**config.mk**
```make
export PLATFORM = sky130hd
export DESIGN_NAME = ula_arbiter
export DESIGN_NICKNAME = d
export VERILOG_FILES = /design/src/rtl/ula_arbiter.sv
export SDC_FILE = /design/constraint.sdc
export NUM_CORES = 1
export LEC_CHECK = 0
export BUFFER_PORTS_ARGS = -buffer_cell sky130_fd_sc_hd__buf_2
export CAP_MARGIN = 20
export CORE_AREA = 2 2 127 129
export CTS_BUF_LIST = sky130_fd_sc_hd__clkbuf_4 sky130_fd_sc_hd__clkbuf_8 sky130_fd_sc_hd__clkbuf_16
export DETAILED_ROUTE_END_ITERATION = 16
export DIE_AREA = 0 0 129 131
export PLACE_DENSITY = 0.74
export RECOVER_POWER = 25
export REMOVE_ABC_BUFFERS = 1
export SLEW_MARGIN = 20
export SYNTH_ARGS = -nofsm -noshare
export SYNTH_HDL_FRONTEND = slang
export SYNTH_SLANG_ARGS = --single-unit
```
**constraint.sdc**
```tcl
create_clock -name clk -period 3.8 [get_ports clk]
set_input_delay 0 -clock clk [delete_from_list [all_inputs] [get_ports clk]]
set_output_delay 0 -clock clk [all_outputs]
set_load 0.05 [all_outputs]
```
**src/rtl/ula_arbiter.sv**
```systemverilog
// Two-port round-robin sequencer for the shared combinational ALU.
// Holds latched operands on the ALU for 1 or MULDIV_LAT cycles and returns a one-cycle response.
module ula_arbiter #(
  parameter int MULDIV_LAT = 4
) (
  input  logic        clk,
  input  logic        rst,
  input  logic        req0_valid,
  output logic        req0_ready,
  input  logic [31:0] req0_op1,
  input  logic [31:0] req0_op2,
  input  logic [4:0]  req0_smt,
  input  logic [4:0]  req0_aluop,
  output logic        rsp0_valid,
  output logic [31:0] rsp0_r1,
  output logic        rsp0_uf,
  input  logic        req1_valid,
  output logic        req1_ready,
  input  logic [31:0] req1_op1,
  input  logic [31:0] req1_op2,
  input  logic [4:0]  req1_smt,
  input  logic [4:0]  req1_aluop,
  output logic        rsp1_valid,
  output logic [31:0] rsp1_r1,
  output logic        rsp1_uf,
  output logic [31:0] alu_op1,
  output logic [31:0] alu_op2,
  output logic [4:0]  alu_smt,
  output logic [4:0]  alu_aluop,
  input  logic [31:0] alu_r1,
  input  logic        alu_uf,
  output logic        busy,
  output logic [1:0]  dbg_state
);

  // Handshake: a request is accepted in a cycle where reqN_valid and reqN_ready are
  // both high; ready is only offered in IDLE and only to the granted requester.
  typedef enum logic [1:0] {IDLE = 2'd0, EXEC = 2'd1, RESP = 2'd2} state_t;

  localparam logic [3:0] MD_CNT = 4'(MULDIV_LAT - 1);

  state_t      state;
  logic        prio;
  logic        owner;
  logic        grant;
  logic [3:0]  cnt;
  logic [31:0] r1_q;
  logic        uf_q;
  logic [31:0] sel_op1;
  logic [31:0] sel_op2;
  logic [4:0]  sel_smt;
  logic [4:0]  sel_aluop;
  logic        sel_md;

  always_comb begin
    grant      = (req0_valid & req1_valid) ? prio : req1_valid;
    req0_ready = (state == IDLE) & req0_valid & ~grant;
    req1_ready = (state == IDLE) & req1_valid & grant;
    sel_op1    = grant ? req1_op1   : req0_op1;
    sel_op2    = grant ? req1_op2   : req0_op2;
    sel_smt    = grant ? req1_smt   : req0_smt;
    sel_aluop  = grant ? req1_aluop : req0_aluop;
    // Only mult (10000) and div (10001) need the long hold.
    sel_md     = (sel_aluop[4:1] == 4'b1000);
  end

  assign rsp0_r1   = r1_q;
  assign rsp1_r1   = r1_q;
  assign rsp0_uf   = uf_q;
  assign rsp1_uf   = uf_q;
  assign dbg_state = state;

  always_ff @(posedge clk) begin
    if (rst) begin
      state      <= IDLE;
      prio       <= 1'b0;
      owner      <= 1'b0;
      cnt        <= 4'd0;
      alu_op1    <= 32'd0;
      alu_op2    <= 32'd0;
      alu_smt    <= 5'd0;
      alu_aluop  <= 5'd0;
      r1_q       <= 32'd0;
      uf_q       <= 1'b0;
      rsp0_valid <= 1'b0;
      rsp1_valid <= 1'b0;
      busy       <= 1'b0;
    end else begin
      rsp0_valid <= 1'b0;
      rsp1_valid <= 1'b0;
      case (state)
        IDLE: begin
          if (req0_ready | req1_ready) begin
            alu_op1   <= sel_op1;
            alu_op2   <= sel_op2;
            alu_smt   <= sel_smt;
            alu_aluop <= sel_aluop;
            owner     <= grant;
            cnt       <= sel_md ? MD_CNT : 4'd0;
            state     <= EXEC;
            busy      <= 1'b1;
          end
        end
        EXEC: begin
          if (cnt == 4'd0) begin
            r1_q       <= alu_r1;
            uf_q       <= alu_uf;
            rsp0_valid <= ~owner;
            rsp1_valid <= owner;
            state      <= RESP;
          end else begin
            cnt <= cnt - 4'd1;
          end
        end
        RESP: begin
          prio  <= ~owner;
          state <= IDLE;
          busy  <= 1'b0;
        end
        default: begin
          state <= IDLE;
          busy  <= 1'b0;
        end
      endcase
    end
  end

endmodule

```
==> out/metrics.cfg, run 1 <==
[synth]
async_flop_share = 0
synth_area_leaders = dfxtp_1, mux2i_1, a211oi_2, a211oi_1, buf_4
synth_top_area_frac = 0.439
synth_seq_cells = 118
yosys.area_share.simple = 0.132
synth-xor-area-share = 0
syn-instance-count = 571
synth_commonest_cells = dfxtp_1, nor2_1, mux2i_1, nand2_1, a211oi_1
yosysWarnings = 0
synth_area_leader_cell = dfxtp_1
syn_avg_cell_area_um2 = 9.42
seq_area_frac_synth = 0.439
synth_compound_area_frac = 0.185
synth_top_family_by_area = compound AO/OA/AOI/OAI gates
synthAdderAreaFrac = 0.00465
synth_edf_count = 0
synth.most_common_cell = dfxtp_1
synthMuxAreaShare = 0.140
synth_area_mm2 = 0.00538
netlist-cell-type-count = 39
yosys_most_used_dff = dfxtp_1

[die]
core-area_mm2 = 0.0156
die_area_mm2 = 0.0169
dieWidth_um = 129
rows = 46
die_y_um = 131
initial_core_util = 0.345
io_pins = 332

[cells_and_area]
fin_nets = 1216
layout-drive-gt1-share = 0.334
fin_cells = 1258
fin_area_mm2 = 0.00910
syn2layout_area_growth_pct = 69.1

[setup_path]
critPathLaunch = prio
crit_type = reg2reg
critPathLaunchType = flip-flop
cp_max_fo = 21
crit_required_ns = 4.09
cp.arrival_ns = 2.86
crit_path_end_kind = flip-flop
worst_r2r_startpoint = prio

[clock_network]
tritoncts = built
cts_htree_levels = 4
cts.clk_slew.worst_paths_ns = 0.06
post_cts_buffers = 0
cts_buffers = 17
cts_buffer_depth = 2
post_cts_resize_count = 0
clock-sinks = 118
clock_latency_ns = 0.41
clockRootBuffer = clkbuf_16

[routing]
wl_per_cell_um = 15.6
routed_wl_um = 19700
route.detailed.drc = 0
vias_per_cell = 4.69
vias = 5898
first_iter_violations = 166
final_antenna_net_count = 0
first_pass_iters = 4

[pwr]
p_total_w = 0.00560
swShare = 0.454
seq_power_share = 0.295
internal-power_w = 0.00306
clock_power_share = 0.253
p_per_area_mw_per_mm2 = 615
peakVddDrop_mv = 0.300
pwr-share-comb = 0.451
p_sw_w = 0.00254
leakage_nw = 4.36

[sta]
period_share = 0.676
fin_crit_ns = 2.57
hold_viol = 0
finClkSkew_ns = 0.00790
rsz0062_at_grt = no
slew_headroom = 0.374
setup_violations = 0
worstMarginPinSlew_ns = 0.935
fmax_ghz = 0.389
slew_violations = 0
setup-tns-final_ns = 0

[place]
place_inst = 1052
port_buffers = 331
dpl-instance-area_mm2 = 0.00692
gp_congestion = 0.792
dpl.hpwl_um = 12000

[outcome]
outcome = completed

[grt]
grt_overflow_total = 0
grt_max_degree = 107
grt_pass1_wl_um = 29200
grt_pass1_vias = 5898
antenna_found_initial = 3
grtUsageTotal = 0.222

[min_path]
min_from = req0_op2[0]
hp-class = in2reg

[job]
maxCapViolations = 0

## critical path: stages, from the launching register on
cell and delay [ns]:
dfxtp_1 0.36, o21ai_4 0.76, buf_4 0.33, mux2i_1 0.09
dlygate4sd3_1 0.58, a211oi_1 0.33
## cells by family after synthesis
group                    after synthesis
buffers and inverters                 84
AO/OA/AOI/OAI                        124
AND/OR/NAND/NOR                      168
flip-flops                           118
adder cells (fa/ha/maj)                2
multiplexers                          75
## state kept, by name, indices dropped and copies added, names as in the netlist
signal,cells
alu_aluop,5
alu_op1,32
alu_op2,32
alu_smt,5
busy,1
cnt,4
dbg_state,2
owner,1
prio,1
rsp0_r1,32
rsp0_uf,1
rsp0_valid,1
rsp1_valid,1
## timing repair
| item | CTS | global route |
|---|---|---|
| hold buffers | 174 | 0 |
| endpoints found under the setup margin | 0 | 0 |
| hold endpoints to repair | 105 | 0 |
## cells in the final DEF (no fill, tap or decap), types with 7 or more instances in the layout
| cell | count |
|---|---|
| clkinv_2 | 7 |
| nor2_1 | 78 |
| clkbuf_16 | 17 |
| nand2_1 | 68 |
| a21oi_1 | 37 |
| dfxtp_1 | 118 |
| a211oi_1 | 44 |
| buf_2 | 264 |
| mux2i_1 | 75 |
| dlygate4sd3_1 | 174 |
| a211oi_2 | 30 |
| buf_4 | 10 |
| clkbuf_1 | 66 |
## path summary, 6_finish.rpt
kind,end,slack (ns),cells past startpoint
hold reg to reg,rsp0_r1[12],0.47,2
setup / recovery,alu_op2[22],1.23,5
setup reg to reg,alu_op2[22],1.23,5
hold / removal,alu_op2[0],0.003,3
## metrics by stage
stage                util  hold WS, ns  setup slack [ns]
floorplan               -       0.0646             -1.16
global placement    0.444        0.242              1.78
detailed placement  0.444        0.246              1.67
CTS                 0.589      0.00206              1.29
global route        0.584      0.00546              1.12
finish              0.584      0.00267              1.23
## routing by layer
metal / up-vias / share of wire / global-route usage
met4: 2 / 0.021 / 0.0818
met3: 35 / 0.081 / 0.0843
met1: 2721 / 0.37 / 0.224
met2: 263 / 0.53 / 0.415
li1: 2877 / - / -
met5: - / 0.00036 / 0
## layout make-up
class	instances	area, um^2
timing repair buffer	516	3430
multi-input combinational	369	2490
clock buffer	21	462
clock inverter	10	58.8
antenna	1	2.50
fill	1285	6500
sequential	118	2360
inverter	7	26.3
tap	216	270
## power by group through the flow
stage / combinational [W] / clock [W] / sequential, W
floorplan: 0.000754 / 0 / 0.00269
global placement: 0.00234 / 0 / 0.00165
detailed placement: 0.00236 / 0 / 0.00166
CTS: 0.00254 / 0.00145 / 0.00164
global route: 0.00267 / 0.00151 / 0.00168
finish: 0.00253 / 0.00142 / 0.00165
Note: power is estimated with default switching activity, not from simulation.
==> inputs of run 2 (changes only) <==
- clock period: 3.8 -> 2.4 ns (I/O delays scaled with it)
==> run 2 against run 1 <==
Effect of this change: critical path depth unchanged; worst setup slack got worse by 0.97 ns; wire length increased by 4.8%; register-to-register slack got worse by 0.97 ns; sequential power increased by 59%; largest cell class unchanged; count of clock-buffer cells in the layout increased by 1; critical endpoint is now alu_op1[27]; largest power group unchanged.
==> out/metrics.cfg, run 2 (synthesis results as in run 1) <==
[pwr]
swShare = 0.431  ; -0.0229
seq_power_share = 0.278  ; -0.017
peakVddDrop_mv = 0.552  ; +84%
pwr-share-comb = 0.437  ; -0.014
internal-power_w = 0.00539  ; +76%
clock_power_share = 0.286  ; +0.033
p_sw_w = 0.00408  ; +61%
p_per_area_mw_per_mm2 = 1020  ; +65%
leakage_nw = 4.46  ; +2.4%

[min_path]
hp-class = in2reg

[grt]
grtUsageTotal = 0.231  ; +0.00921
grt_pass1_vias = 5963  ; +1.1%
grt_pass1_wl_um = 30000  ; +2.8%
antenna_found_initial = 0  ; -3
grt_max_degree = 70  ; -35%
grt_overflow_total = 0  ; unchanged

[routing]
route.detailed.drc = 0  ; unchanged
first_pass_iters = 4  ; unchanged
vias_per_cell = 4.75  ; +1.2%
wl_per_cell_um = 16.2  ; +3.9%
routed_wl_um = 20600  ; +4.8%
vias = 6018  ; +2.0%
first_iter_violations = 183  ; +10%
final_antenna_net_count = 0  ; unchanged

[sta]
fmax_ghz = 0.467  ; +20%
period_share = 0.893  ; +0.217
finClkSkew_ns = 0.0119  ; +0.00403 ns
worstMarginPinSlew_ns = 0.778  ; -0.157 ns
setup_violations = 0  ; unchanged
fin_ws_ns = 0.257  ; -0.974 ns
setup-tns-final_ns = 0  ; unchanged
slew_headroom = 0.481  ; +0.107
slew_violations = 0  ; unchanged
rsz0062_at_grt = no
fin_crit_ns = 2.14  ; -0.426 ns
hold_viol = 0  ; unchanged
fin_hold_ws_ns = 0.00796  ; +0.00530 ns

[clock_network]
cts_buffers = 17  ; unchanged
cts_hold_buf = 176  ; +1.1%
clockRootBuffer = clkbuf_16
tritoncts = built
cts_buffer_depth = 2  ; unchanged
post_cts_buffers = 0  ; unchanged
clock-sinks = 118  ; unchanged
post_cts_resize_count = 0  ; unchanged
cts_htree_levels = 4  ; unchanged
clock_latency_ns = 0.41  ; about the same
cts.clk_slew.worst_paths_ns = 0.05  ; about the same

[cells_and_area]
final-seq-area_mm2 = 0.00236  ; unchanged
multi_input_area_mm2 = 0.00249  ; unchanged
fin_nets = 1227  ; +0.90%
fin_area_mm2 = 0.00932  ; +2.4%
fillCellCount = 1272  ; -1.0%
diodes = 0  ; -1
fin_cells = 1268  ; +0.79%
final_cell_mix = buf_2, dlygate4sd3_1, dfxtp_1
final_common_cell = buf_2
syn2layout_area_growth_pct = 73.1
layout-drive-gt1-share = 0.339  ; +0.00506

[outcome]
outcome = completed

[die]
rows = 46  ; unchanged
initial_core_util = 0.345  ; unchanged
io_pins = 332  ; unchanged
core-area_mm2 = 0.0156  ; unchanged
die_area_mm2 = 0.0169  ; unchanged
dieWidth_um = 129  ; unchanged
die_y_um = 131  ; unchanged

[place]
place_inst = 1061  ; +0.86%
dpl-instance-area_mm2 = 0.00701  ; +1.3%
port_buffers = 331  ; unchanged
dpl.hpwl_um = 12000  ; +0.15%
post-place-ws_ns = 0.534  ; -1.13 ns
gp_congestion = 0.760  ; -4.0%

[setup_path]
cp.arrival_ns = 2.47  ; -0.39 ns
crit_required_ns = 2.72  ; -1.37 ns
crit_path_end_kind = flip-flop
crit_slowest_cell = dlygate4sd3_1
cp_num_buf_inv = 2  ; unchanged
crit_family = buffers and inverters
crit_type = reg2reg
crit_chain = o21ai_4 -> buf_12 -> mux2i_1 -> dlygate4sd3_1 -> a211oi_2
critPathLaunchType = flip-flop
crit_path_max_incr_delay_ns = 0.62  ; -0.14 ns
cp_max_fo = 69  ; +230%

[job]
maxCapViolations = 0  ; unchanged

==> run 2: final timing paths <==
kind                              startpoint           to  cells past startpoint  slack (ns)
worst min register to register   rsp0_r1[17]  rsp0_r1[17]                      2        0.47
worst max register to register          prio  alu_op1[27]                      5        0.26
worst min-delay path            req1_op1[16]  alu_op1[16]                      3       0.008
worst max-delay path                    prio  alu_op1[27]                      5        0.26
==> run 2: area by class of cell <==
cell class	instances	share of cell area
Clock inverter	9	0.0161
Sequential cell	118	0.254
Timing Repair Buffer	527	0.380
Multi-Input combinational cell	369	0.268
Tap cell	216	0.0290
Clock buffer	22	0.0510
Inverter	7	0.00282
==> run 2: per-layer routing <==
layer  global-route usage  vias up  share of wire
met5                    0        -              0
met4               0.0914        0          0.026
met3               0.0700       40          0.073
met2                0.440      279           0.53
met1                0.236     2802           0.37
li1                     -     2897              -
==> run 2: worst register-to-register path, cell delays in order, from the launching register on <==
cell	delay, ns
dfxtp_1	0.35
o21ai_4	0.20
buf_12	0.35
mux2i_1	0.31
dlygate4sd3_1	0.62
a211oi_2	0.24
==> run 2: power groups by stage <==
| stage | Clock, W | Combinational, W | Sequential [W] |
|---|---|---|---|
| finish | 0.00271 | 0.00413 | 0.00263 |
| global route | 0.00285 | 0.00436 | 0.00267 |
| CTS | 0.00275 | 0.00412 | 0.00260 |
| detailed placement | 0 | 0.00383 | 0.00263 |
| global placement | 0 | 0.00379 | 0.00263 |
| floorplan | 0 | 0.00119 | 0.00427 |
==> run 2: through the flow <==
| step | util | total power [W] |
|---|---|---|
| finish | 0.597 | 0.00947 |
| CTS | 0.603 | 0.00947 |
| detailed placement | 0.450 | 0.00646 |
| global placement | 0.450 | 0.00642 |
| floorplan | - | 0.00546 |
| global route | 0.597 | 0.00988 |
